### config.mk
export PLATFORM = sky130hd
export DESIGN_NAME = muldiv_ctl
export DESIGN_NICKNAME = d
export VERILOG_FILES = /design/src/rtl/muldiv_ctl_pkg.sv /design/src/rtl/muldiv_step.sv /design/src/rtl/muldiv_ctl.sv
export SDC_FILE = /design/constraint.sdc
export NUM_CORES = 1
export LEC_CHECK = 0
export CORE_MARGIN = 1
export CORE_UTILIZATION = 50
export DETAILED_ROUTE_END_ITERATION = 12
export GPL_ROUTABILITY_DRIVEN = 1
export GPL_TIMING_DRIVEN = 0
export PLACE_DENSITY = 0.71
export SETUP_SLACK_MARGIN = 0.5
export SKIP_CTS_REPAIR_TIMING = 1
export SLEW_MARGIN = 10
export SYNTH_ARGS = -nofsm -noshare
export SYNTH_HDL_FRONTEND = slang
export SYNTH_HIERARCHICAL = 1
export SYNTH_SLANG_ARGS = --single-unit
### constraint.sdc
create_clock -name clock -period 8 [get_ports clock]
set_input_delay 2 -clock clock [delete_from_list [all_inputs] [get_ports clock]]
set_output_delay 2 -clock clock [all_outputs]
set_load 0.01 [all_outputs]
### src/rtl/muldiv_ctl_pkg.sv
// Shared types and helpers for the multiply/divide sequencer.
// Operand classification lives here so decode can reuse it.
package muldiv_ctl_pkg;

  typedef enum logic [2:0] {
    MD_MULT  = 3'd0,
    MD_MULTU = 3'd1,
    MD_DIV   = 3'd2,
    MD_DIVU  = 3'd3,
    MD_MTHI  = 3'd4,
    MD_MTLO  = 3'd5
  } muldiv_op_t;

  typedef enum logic [1:0] {
    MD_IDLE,
    MD_ITER,
    MD_FIXUP
  } muldiv_state_t;

  function automatic logic op_is_md(
    input muldiv_op_t o
  );
    return o inside {MD_MULT, MD_MULTU,
                     MD_DIV, MD_DIVU};
  endfunction

  function automatic logic op_is_signed(
    input muldiv_op_t o
  );
    return o inside {MD_MULT, MD_DIV};
  endfunction

  function automatic logic op_is_div(
    input muldiv_op_t o
  );
    return o inside {MD_DIV, MD_DIVU};
  endfunction

  // 0x80000000 maps to itself, read as unsigned
  function automatic logic [31:0] mag32(
    input logic [31:0] x,
    input logic        sg
  );
    return (sg && x[31]) ? -x : x;
  endfunction

endpackage

### src/rtl/muldiv_step.sv
// One iteration of shift-add multiply or restoring divide.
// Purely combinational; chained to unroll several steps per clock.
module muldiv_step (
  input  logic        is_div,
  input  logic [31:0] d,
  input  logic [32:0] rem_i,
  input  logic [31:0] quo_i,
  output logic [32:0] rem_o,
  output logic [31:0] quo_o
);

  logic [32:0] sum;
  logic [32:0] sh;
  logic [33:0] diff;

  always_comb begin
    sum   = rem_i + {1'b0, (quo_i[0] ? d : 32'h0)};
    sh    = {rem_i[31:0], quo_i[31]};
    diff  = {1'b0, sh} - {2'b00, d};
    rem_o = {1'b0, sum[32:1]};
    quo_o = {sum[0], quo_i[31:1]};
    if (is_div) begin
      // borrow clear means the trial subtract fits
      if (!diff[33]) begin
        rem_o = diff[32:0];
        quo_o = {quo_i[30:0], 1'b1};
      end else begin
        rem_o = sh;
        quo_o = {quo_i[30:0], 1'b0};
      end
    end
  end

endmodule

### src/rtl/muldiv_ctl.sv
// Iterative multiply/divide unit with HI/LO and decode stall.
// Magnitudes iterate unsigned; signs are applied in FIXUP.
module muldiv_ctl
  import muldiv_ctl_pkg::*;
#(
  parameter int BITS_PER_CYCLE = 1
) (
  input  logic        clock,
  input  logic        reset,
  input  logic        start,
  input  muldiv_op_t  op,
  input  logic [31:0] A,
  input  logic [31:0] B,
  input  logic        mfhilo_req,
  input  logic        mfhilo_sel,
  output logic [31:0] mfhilo_data,
  output logic        busy,
  output logic        stall,
  output logic        done,
  output logic [31:0] hi,
  output logic [31:0] lo
);

  localparam int N  = 32 / BITS_PER_CYCLE;
  localparam int CW = 5;
  localparam logic [CW-1:0] CNT_INIT = CW'(N - 1);

  muldiv_state_t state, state_n;

  logic          div_q;
  logic          sa;
  logic          sb;
  logic [31:0]   a_raw;
  logic [31:0]   dv;
  logic [31:0]   quo;
  logic [32:0]   rem;
  logic [CW-1:0] cnt;

  logic          st_sg;
  logic          st_div;
  logic [32:0]   rem_nx;
  logic [31:0]   quo_nx;

  logic          neg;
  logic          div0;
  logic [63:0]   prod;
  logic [63:0]   prod_f;
  logic [31:0]   q_f;
  logic [31:0]   r_f;

  assign busy        = (state != MD_IDLE);
  assign stall       = busy && (start || mfhilo_req);
  assign mfhilo_data = mfhilo_sel ? hi : lo;

  assign st_sg  = op_is_signed(op);
  assign st_div = op_is_div(op);

  for (genvar i = 0; i < BITS_PER_CYCLE; i++) begin : g_step
    logic [32:0] r_in;
    logic [32:0] r_out;
    logic [31:0] q_in;
    logic [31:0] q_out;
    if (i == 0) begin : g_first
      assign r_in = rem;
      assign q_in = quo;
    end else begin : g_next
      assign r_in = g_step[i-1].r_out;
      assign q_in = g_step[i-1].q_out;
    end
    muldiv_step u_step (
      .is_div (div_q),
      .d      (dv),
      .rem_i  (r_in),
      .quo_i  (q_in),
      .rem_o  (r_out),
      .quo_o  (q_out)
    );
  end

  assign rem_nx = g_step[BITS_PER_CYCLE-1].r_out;
  assign quo_nx = g_step[BITS_PER_CYCLE-1].q_out;

  // Result sign correction
  assign neg    = sa ^ sb;
  assign div0   = (dv == 32'h0);
  assign prod   = {rem[31:0], quo};
  assign prod_f = neg ? -prod : prod;
  assign q_f    = neg ? -quo : quo;
  assign r_f    = sa ? -rem[31:0] : rem[31:0];

  always_ff @(posedge clock) begin
    if (reset) state <= MD_IDLE;
    else       state <= state_n;
  end

  always_comb begin
    state_n = state;
    unique case (state)
      MD_IDLE: begin
        if (start && op_is_md(op))
          state_n = MD_ITER;
      end
      MD_ITER: begin
        if (cnt == '0)
          state_n = MD_FIXUP;
      end
      MD_FIXUP: state_n = MD_IDLE;
      default:  state_n = MD_IDLE;
    endcase
  end

  always_ff @(posedge clock) begin
    if (reset) begin
      hi    <= '0;
      lo    <= '0;
      done  <= 1'b0;
      div_q <= 1'b0;
      sa    <= 1'b0;
      sb    <= 1'b0;
      a_raw <= '0;
      dv    <= '0;
      quo   <= '0;
      rem   <= '0;
      cnt   <= '0;
    end else begin
      done <= 1'b0;
      unique case (state)
        MD_IDLE: begin
          if (start) begin
            if (op == MD_MTHI) begin
              hi <= A;
            end else if (op == MD_MTLO) begin
              lo <= A;
            end else if (op_is_md(op)) begin
              div_q <= st_div;
              sa    <= st_sg & A[31];
              sb    <= st_sg & B[31];
              a_raw <= A;
              rem   <= '0;
              cnt   <= CNT_INIT;
              if (st_div) begin
                quo <= mag32(A, st_sg);
                dv  <= mag32(B, st_sg);
              end else begin
                quo <= mag32(B, st_sg);
                dv  <= mag32(A, st_sg);
              end
            end
          end
        end
        MD_ITER: begin
          rem <= rem_nx;
          quo <= quo_nx;
          cnt <= cnt - 1'b1;
        end
        MD_FIXUP: begin
          done <= 1'b1;
          if (!div_q) begin
            hi <= prod_f[63:32];
            lo <= prod_f[31:0];
          end else if (div0) begin
            hi <= a_raw;
            lo <= 32'hFFFF_FFFF;
          end else begin
            hi <= r_f;
            lo <= q_f;
          end
        end
        default: ;
      endcase
    end
  end

endmodule

======== Word-level counts from Yosys, hierarchy flattened ========
Cells that the tools add are included.
word-level totals
  flip-flop bits (word level) ............. 204
  output and inout port bits .............. 99
operators by class
  add/subtract/negate cells ............... 8
  equality and inequality tests ........... 15
  muxes and demuxes ....................... 43
  bitwise logic cells ..................... 5
  reduce and logical (&&, ||, !) cells .... 20
operators by type and width
  cell                   count
  $mux W32               22
  $mux W33               6
  $pmux W32 S2           3
  $neg A32 Y32           4
  $pmux W33 S2           1
  $mux W64               1
  $neg A64 Y64           1
  $sub A33 B32 Y34       1
  $add A33 B32 Y33       1
  $logic_not A32 Y1      1
  $mux W5                4
  $ne A2 B2 Y1 const B   8
  $pmux W5 S2            1
  $reduce_and A5 Y1      2
  $reduce_bool A2 Y1     5
  $eq A3 B2 Y1 const B   2
  $eq A3 B3 Y1 const B   2
  $logic_not A5 Y1       1
  $sub A5 B1 Y5 const B  1
  $logic_and A1 B1 Y1    4
  $mux W2                2
  $pmux W2 S2            1
  $reduce_and A4 Y1      1
  $reduce_bool A4 Y1     1
  12 further kinds       15

======== Longest topological paths before layout ========
Gate-level depths: netlist of the first run.
  depth in word-level cells ............... 10
  depth in mapped cells ................... 16

======== Cells and area by module ========
Netlist of the first run, hierarchy kept.
modules (own cells, without submodules)
  module       times used  cells an instance  area each (um^2)
  muldiv_ctl   1           1602               12434.4
  muldiv_step  1           727                4936.0

======== Worst setup path after synthesis of the first run ========
Ideal clock, no wire load.
  path kind ............................... input to output
  start point ............................. input port mfhilo_sel
  end point ............................... output port mfhilo_data[10]
  arrival ................................. 2.914 ns
  path slack .............................. 3.086 ns
  stages on the path ...................... 3
  cell sequence ........................... clkbuf_1 > buf_1 > mux2_2
on the way
  word-level cells in the longest chain between the ends .. 1
ends and longest elaborated chain
  element          line              text
  start, declared  muldiv_ctl.sv:15  input logic mfhilo_sel,
  $mux W32         muldiv_ctl.sv:53  assign mfhilo_data = mfhilo_sel ? hi : lo;
  end, declared    muldiv_ctl.sv:16  output logic [31:0] mfhilo_data,
Every way passes these cells.

======== Final worst setup path of the first run ========
  start point ............................. input port mfhilo_sel
  end point ............................... output port mfhilo_data[5]
The elaborated chain is that of the path after synthesis.

==> reports/results.tsv, run 1 <==
metric	value	unit
outcome	finished, final reports clean	
fin nets	2657	
Max Slew Vio Count	0	
Final GP Congestion	1.06	
#FFs+latches synth	204	
PwrDens	167	nW/µm²
Post-Synth Adder-Cell Area	0.0527	
clk sinks	204	
Core Rows	67	
CTS tree	built	
post-synthesis compound-gate area fraction	0.277	
max-cap violations	0	
CTS Buffer Depth	3	
DIE WIDTH	188	µm
number of remaining DRC errors	0	
WL per Instance	27.2	µm
port buffer count	156	
setup slack at placement	2.32	ns
endpoints failing setup	0	
CTS root buf	clkbuf_16	
Primary FF master, synth	dfxtp_1	
Multi-input gate area	12300	µm²
yosys warns	6	
H-tree depth	1	
register area	4080	µm²
Fin Setup TNS	0	ns
Synth area leader	dfxtp_1	
Post-Syn Area	17400	µm²
largest net degree at the start of global routing	13	
top cells by area, synth	dfxtp_1 24%, a21oi_1 6.3%, nand2_1 5.9%, ha_1 5.0%, xnor2_1 4.7%	
critical path launch point type	input pin	
Worst Setup Slack, final	2.30	ns
RSZ-0062 raised after global routing	no	
post-synth cell types	87	
Clock Latency Late Sink	0.57	ns
critical path endpoint category	primary output	
Worst VDD drop	0.175	mV
CTS clk-pin slew, worst paths	0.07	ns
Non-Filler Instances	2979	
min Tclk post-route	5.70	ns
core footprint	33900	µm²
cells after synthesis	2329	
slew of the pin with the lowest slew margin	1.06	ns
global-route wire length before repair	119000	µm
Layout area overhead	17.3	%
Max-slew headroom	0.290	
Tot Pwr	3.41	mW
WP data arrival	3.70	ns
critical path data required time	6.00	ns
mux cell area share after synthesis	0.0764	
critical path class	in2out	
Synth Area in Simple Gates	0.208	
Syn Area/Cell	7.46	µm²
Initial Util	0.513	
dpl cells	2934	
largest family of logic cells by synthesized area	compound AO/OA/AOI/OAI gates	
Post-synth EDFFs	0	
GRT Resource Usage Total	0.443	
share of layout cells above drive strength 1	0.0613	
Lkg Pwr	7.96	nW
via total after detailed routing	20300	
ys async rst share	0	
Core Util, Final	0.602	
final hold violation count	0	
vias in the first global route	18700	
Filler Cell Count	3211	
fraction of the cycle the final worst path needs	0.712	
sequential share of the synthesized area	0.235	
post-synth top area share	0.235	
remaining antenna violation count	0	
Pre-Repair DR Iteration Count	6	
Worst Clk Skew	0.0229	ns
die height	188	µm
Post-DP HPWL	63700	µm
Mapped Nets	2473	
num ports	171	
maximum operating frequency	175	MHz
drt via density	6.81	
Die ar.	35500	µm²
drt total wl	81000	µm
Num CTS Buffers	25	
initial antenna violation count	2	
Synth Area in XOR/XNOR	0.0943	
commonest non-fill, non-tap cell in the layout	nand2_1	
commonest non-fill, non-tap cells in the layout	274 x nand2_1, 218 x a21oi_1, 204 x dfxtp_1, 164 x nor2_1, 156 x clkdlybuf4s50_1	
Detailed Route Iter0 Violations	2730	
gr ovfl total	0	
CP max FO	10	
Hold Path Class	reg2reg	
[sequential cells by signal, summed over array words and instances (netlist names)]
register / flops
done: 1
sb: 1
lo: 32
cnt: 5
a_raw: 32
g_step.r_in: 33
dv: 32
div_q: 1
hi: 32
g_step.q_in: 32
state: 2
sa: 1
[metrics by stage]
stage | cell area [µm²] | hold WS [ns]
after global placement | 19500 | 0.441
after CTS | 20400 | 0.455
after detailed placement | 19500 | 0.447
after global routing | 20400 | 0.472
after floorplan | 17400 | 0.427
final | 20400 | 0.457
[kinds of logic (layout without fill, tap and decap cells)]
kind of cell,Yosys count,count (layout)
AND/OR/NAND/NOR,762,762
AO/OA/AOI/OAI,730,730
buffers and inverters,250,450
flip-flops,204,204
XOR/XNOR,187,187
multiplexers,124,124
adder cells (fa/ha/maj),72,72
other,0,2
[Yosys cell counts (44+ instances only)]
| library cell | instances |
|---|---|
| a221oi_1 | 48 |
| ha_1 | 70 |
| xor2_1 | 93 |
| inv_1 | 67 |
| dfxtp_1 | 204 |
| o21ai_0 | 132 |
| xnor2_1 | 94 |
| and2_1 | 48 |
| clkbuf_1 | 150 |
| a31oi_1 | 44 |
| nor2_1 | 164 |
| a21oi_1 | 218 |
| mux2_2 | 68 |
| nor4_1 | 46 |
| nand2_1 | 274 |
| nor3_1 | 52 |
| nand3_1 | 48 |
| mux2i_1 | 55 |
[final cells by class]
class                      count  share of cell area
multi-input combinational   1875               0.604
sequential                   204               0.200
timing repair buffer         157              0.0770
buffer                       181              0.0352
clock buffer                  29              0.0324
tap                          448              0.0275
inverter                      69              0.0127
clock inverter                14              0.0104
antenna                        2            0.000246
[path summary, 6_finish.rpt]
path / slack, ns / to / cells after the start / startpoint
worst max-delay path: 2.30 / mfhilo_data[5] / 4 / mfhilo_sel
worst min-delay path: 0.46 / a_raw[26] / 2 / a_raw[26]
worst max register to register: 3.12 / g_step[0].r_in[31] / 13 / g_step[0].q_in[0]
worst min register to register: 0.46 / a_raw[26] / 2 / a_raw[26]
[power breakdown]
| part | switching [mW] | internal [mW] |
|---|---|---|
| clock network | 0.499 | 0.751 |
| registers | 0.0934 | 1.07 |
| logic | 0.630 | 0.360 |
[per-layer routing]
metal  up-vias  global-route usage  part of all wire
li1       8939                   -                 -
met1      9642               0.585              0.39
met2      1407               0.683              0.43
met3       283              0.0918              0.12
met4         2               0.220             0.059
met5         -                   0           0.00012
[worst max-delay path: stages]
cell             delay [ns]
clkbuf_1               0.25
buf_1                  0.53
mux2_2                 0.41
clkdlybuf4s50_1        0.50
Note: power is estimated with default switching activity, not from simulation.
==> run 2, diff against run 1 <==
- clock period: 8 -> 5.5 ns (I/O delays scaled with it)
==> reports/results.tsv, run 2 (synthesis results as in run 1) <==
metric	value	unit	change
outcome	finished, final reports clean		
Max Slew Vio Count	0		unchanged
Multi-input gate area	12300	µm²	unchanged
gr ovfl total	0		unchanged
CTS root buf	clkbuf_16		
critical path data required time	6.01	ns	about the same
CTS clk-pin slew, worst paths	0.06	ns	about the same
Detailed Route Iter0 Violations	2723		-0.26%
Worst VDD drop	0.254	mV	+46%
Layout area overhead	17.4	%	about the same
Num CTS Buffers	25		unchanged
grt met1 use	0.585		unchanged
Post-DP HPWL	63700	µm	unchanged
Hold Path Class	reg2reg		
fin nets	2657		unchanged
family with the most delay on the worst path	compound AO/OA/AOI/OAI gates		
largest net degree at the start of global routing	13		unchanged
sw power	1.78	mW	+45%
Core Rows	67		unchanged
GRT met3 Usage	0.0922		+0.000373
CTS tree	built		
Initial Util	0.513		unchanged
RSZ-0062 raised after global routing	no		
Worst Setup Slack, final	0.606	ns	-1.70 ns
commonest non-fill, non-tap cell in the layout	nand2_1		
Worst Clk Skew	0.0225	ns	-0.000391 ns
via total after detailed routing	20200		-0.12%
remaining antenna violation count	0		unchanged
WL per Instance	27.2	µm	about the same
final hold violation count	0		unchanged
maximum operating frequency	204	MHz	
slew of the pin with the lowest slew margin	1.09	ns	+0.0287 ns
GRT Resource Usage Total	0.443		about the same
commonest non-fill, non-tap cells in the layout	274 x nand2_1, 218 x a21oi_1, 204 x dfxtp_1, 164 x nor2_1, 156 x clkdlybuf4s50_1		
vias in the first global route	18700		+0.032%
Lkg Pwr	7.96	nW	about the same
num ports	171		unchanged
setup slack at placement	0.622	ns	-1.70 ns
number of remaining DRC errors	0		unchanged
H-tree depth	1		unchanged
max-cap violations	0		unchanged
Clock Latency Late Sink	0.57	ns	about the same
clock power share	0.367		about the same
min Tclk post-route	4.89	ns	
fraction of the cycle the final worst path needs	0.890		
Seq pwr share	0.342		about the same
port buffer count	156		unchanged
CP cell instances	clkbuf_1 > and2_1 > ha_1 > fa_1 > a211oi_1 > o21ai_0 > a32oi_1 > o21ai_1 > a31o_1 > o2bb2ai_1 > mux2_1 > nor4_1 > a22o_1		
P_int	3.18	mW	+45%
CTS Buffer Depth	3		unchanged
Logic pwr share	0.291		about the same
Fin Setup TNS	0	ns	unchanged
die height	188	µm	unchanged
DIE WIDTH	188	µm	unchanged
global-route wire length before repair	119000	µm	about the same
endpoints failing setup	0		unchanged
Bufs and invs on worst path	1		-2
drt total wl	80900	µm	about the same
grt met2 use	0.683		about the same
Max-slew headroom	0.265		-0.0259
PwrDens	243	nW/µm²	+45%
Worst path slowest cell	a32oi_1		
Filler Cell Count	3211		unchanged
core footprint	33900	µm²	unchanged
clk sinks	204		unchanged
Final GP Congestion	1.06		unchanged
max FFs per register	33		unchanged
GR peak layer	met2		
critical path launch point type	flop		
worst stage delay on the critical path	0.67	ns	+0.14 ns
register area	4080	µm²	unchanged
Pre-Repair DR Iteration Count	6		unchanged
critical path endpoint category	flop		
CP max FO	10		unchanged
WP data arrival	5.40	ns	+1.70 ns
Die ar.	35500	µm²	unchanged
initial antenna violation count	2		unchanged
Switching Share	0.359		about the same
drt via density	6.79		-0.15%
share of layout cells above drive strength 1	0.0613		unchanged
critical path class	reg2reg		
## run 2: through the flow
stage / util / power, mW / instances / cell area, µm² / hold WS (ns)
final: 0.602 / 4.96 / 2980 / 20400 / 0.458
after global routing: 0.602 / 5.09 / 2977 / 20400 / 0.472
after CTS: 0.602 / 4.87 / 2977 / 20400 / 0.455
after detailed placement: 0.576 / 3.09 / 2934 / 19500 / 0.447
after global placement: 0.576 / 3.07 / 2933 / 19500 / 0.441
after floorplan: - / 2.54 / 2329 / 17400 / 0.427
## run 2: power groups by stage
| stage | combinational [mW] | sequential [mW] | clock [mW] |
|---|---|---|---|
| floorplan | 0.873 | 1.67 | 0 |
| global placement | 1.36 | 1.72 | 0 |
| detailed placement | 1.37 | 1.72 | 0 |
| CTS | 1.38 | 1.69 | 1.81 |
| global route | 1.52 | 1.70 | 1.88 |
| finish | 1.44 | 1.70 | 1.82 |
## run 2: final timing paths
path	start	to	slack [ns]	cells past startpoint
setup / recovery	g_step[0].q_in[0]	g_step[0].r_in[31]	0.61	13
hold / removal	a_raw[7]	a_raw[7]	0.46	2
setup reg to reg	g_step[0].q_in[0]	g_step[0].r_in[31]	0.61	13
hold reg to reg	a_raw[7]	a_raw[7]	0.46	2
## run 2: area by class of cell
type,instances,area share
multi-input cells,1875,0.604
flip-flops and latches,204,0.200
repair buffers,157,0.0770
plain buffers,181,0.0352
clock buffers,29,0.0324
well taps,448,0.0275
inverters,69,0.0127
clock inverters,14,0.0104
diodes,3,0.000368
## run 2: tightest hold or removal path, delay by kind of cell, from the launching register on
family           cells  cell delay (ns)
flip-flops           1             0.31
AO/OA/AOI/OAI        1             0.05
AND/OR/NAND/NOR      1             0.05
## run 2: metal layers
metal / up-vias / wire length, µm
met5: - / 10
met4: 2 / 4410
met3: 255 / 9640
met2: 1393 / 35000
met1: 9667 / 31900
li1: 8932 / -
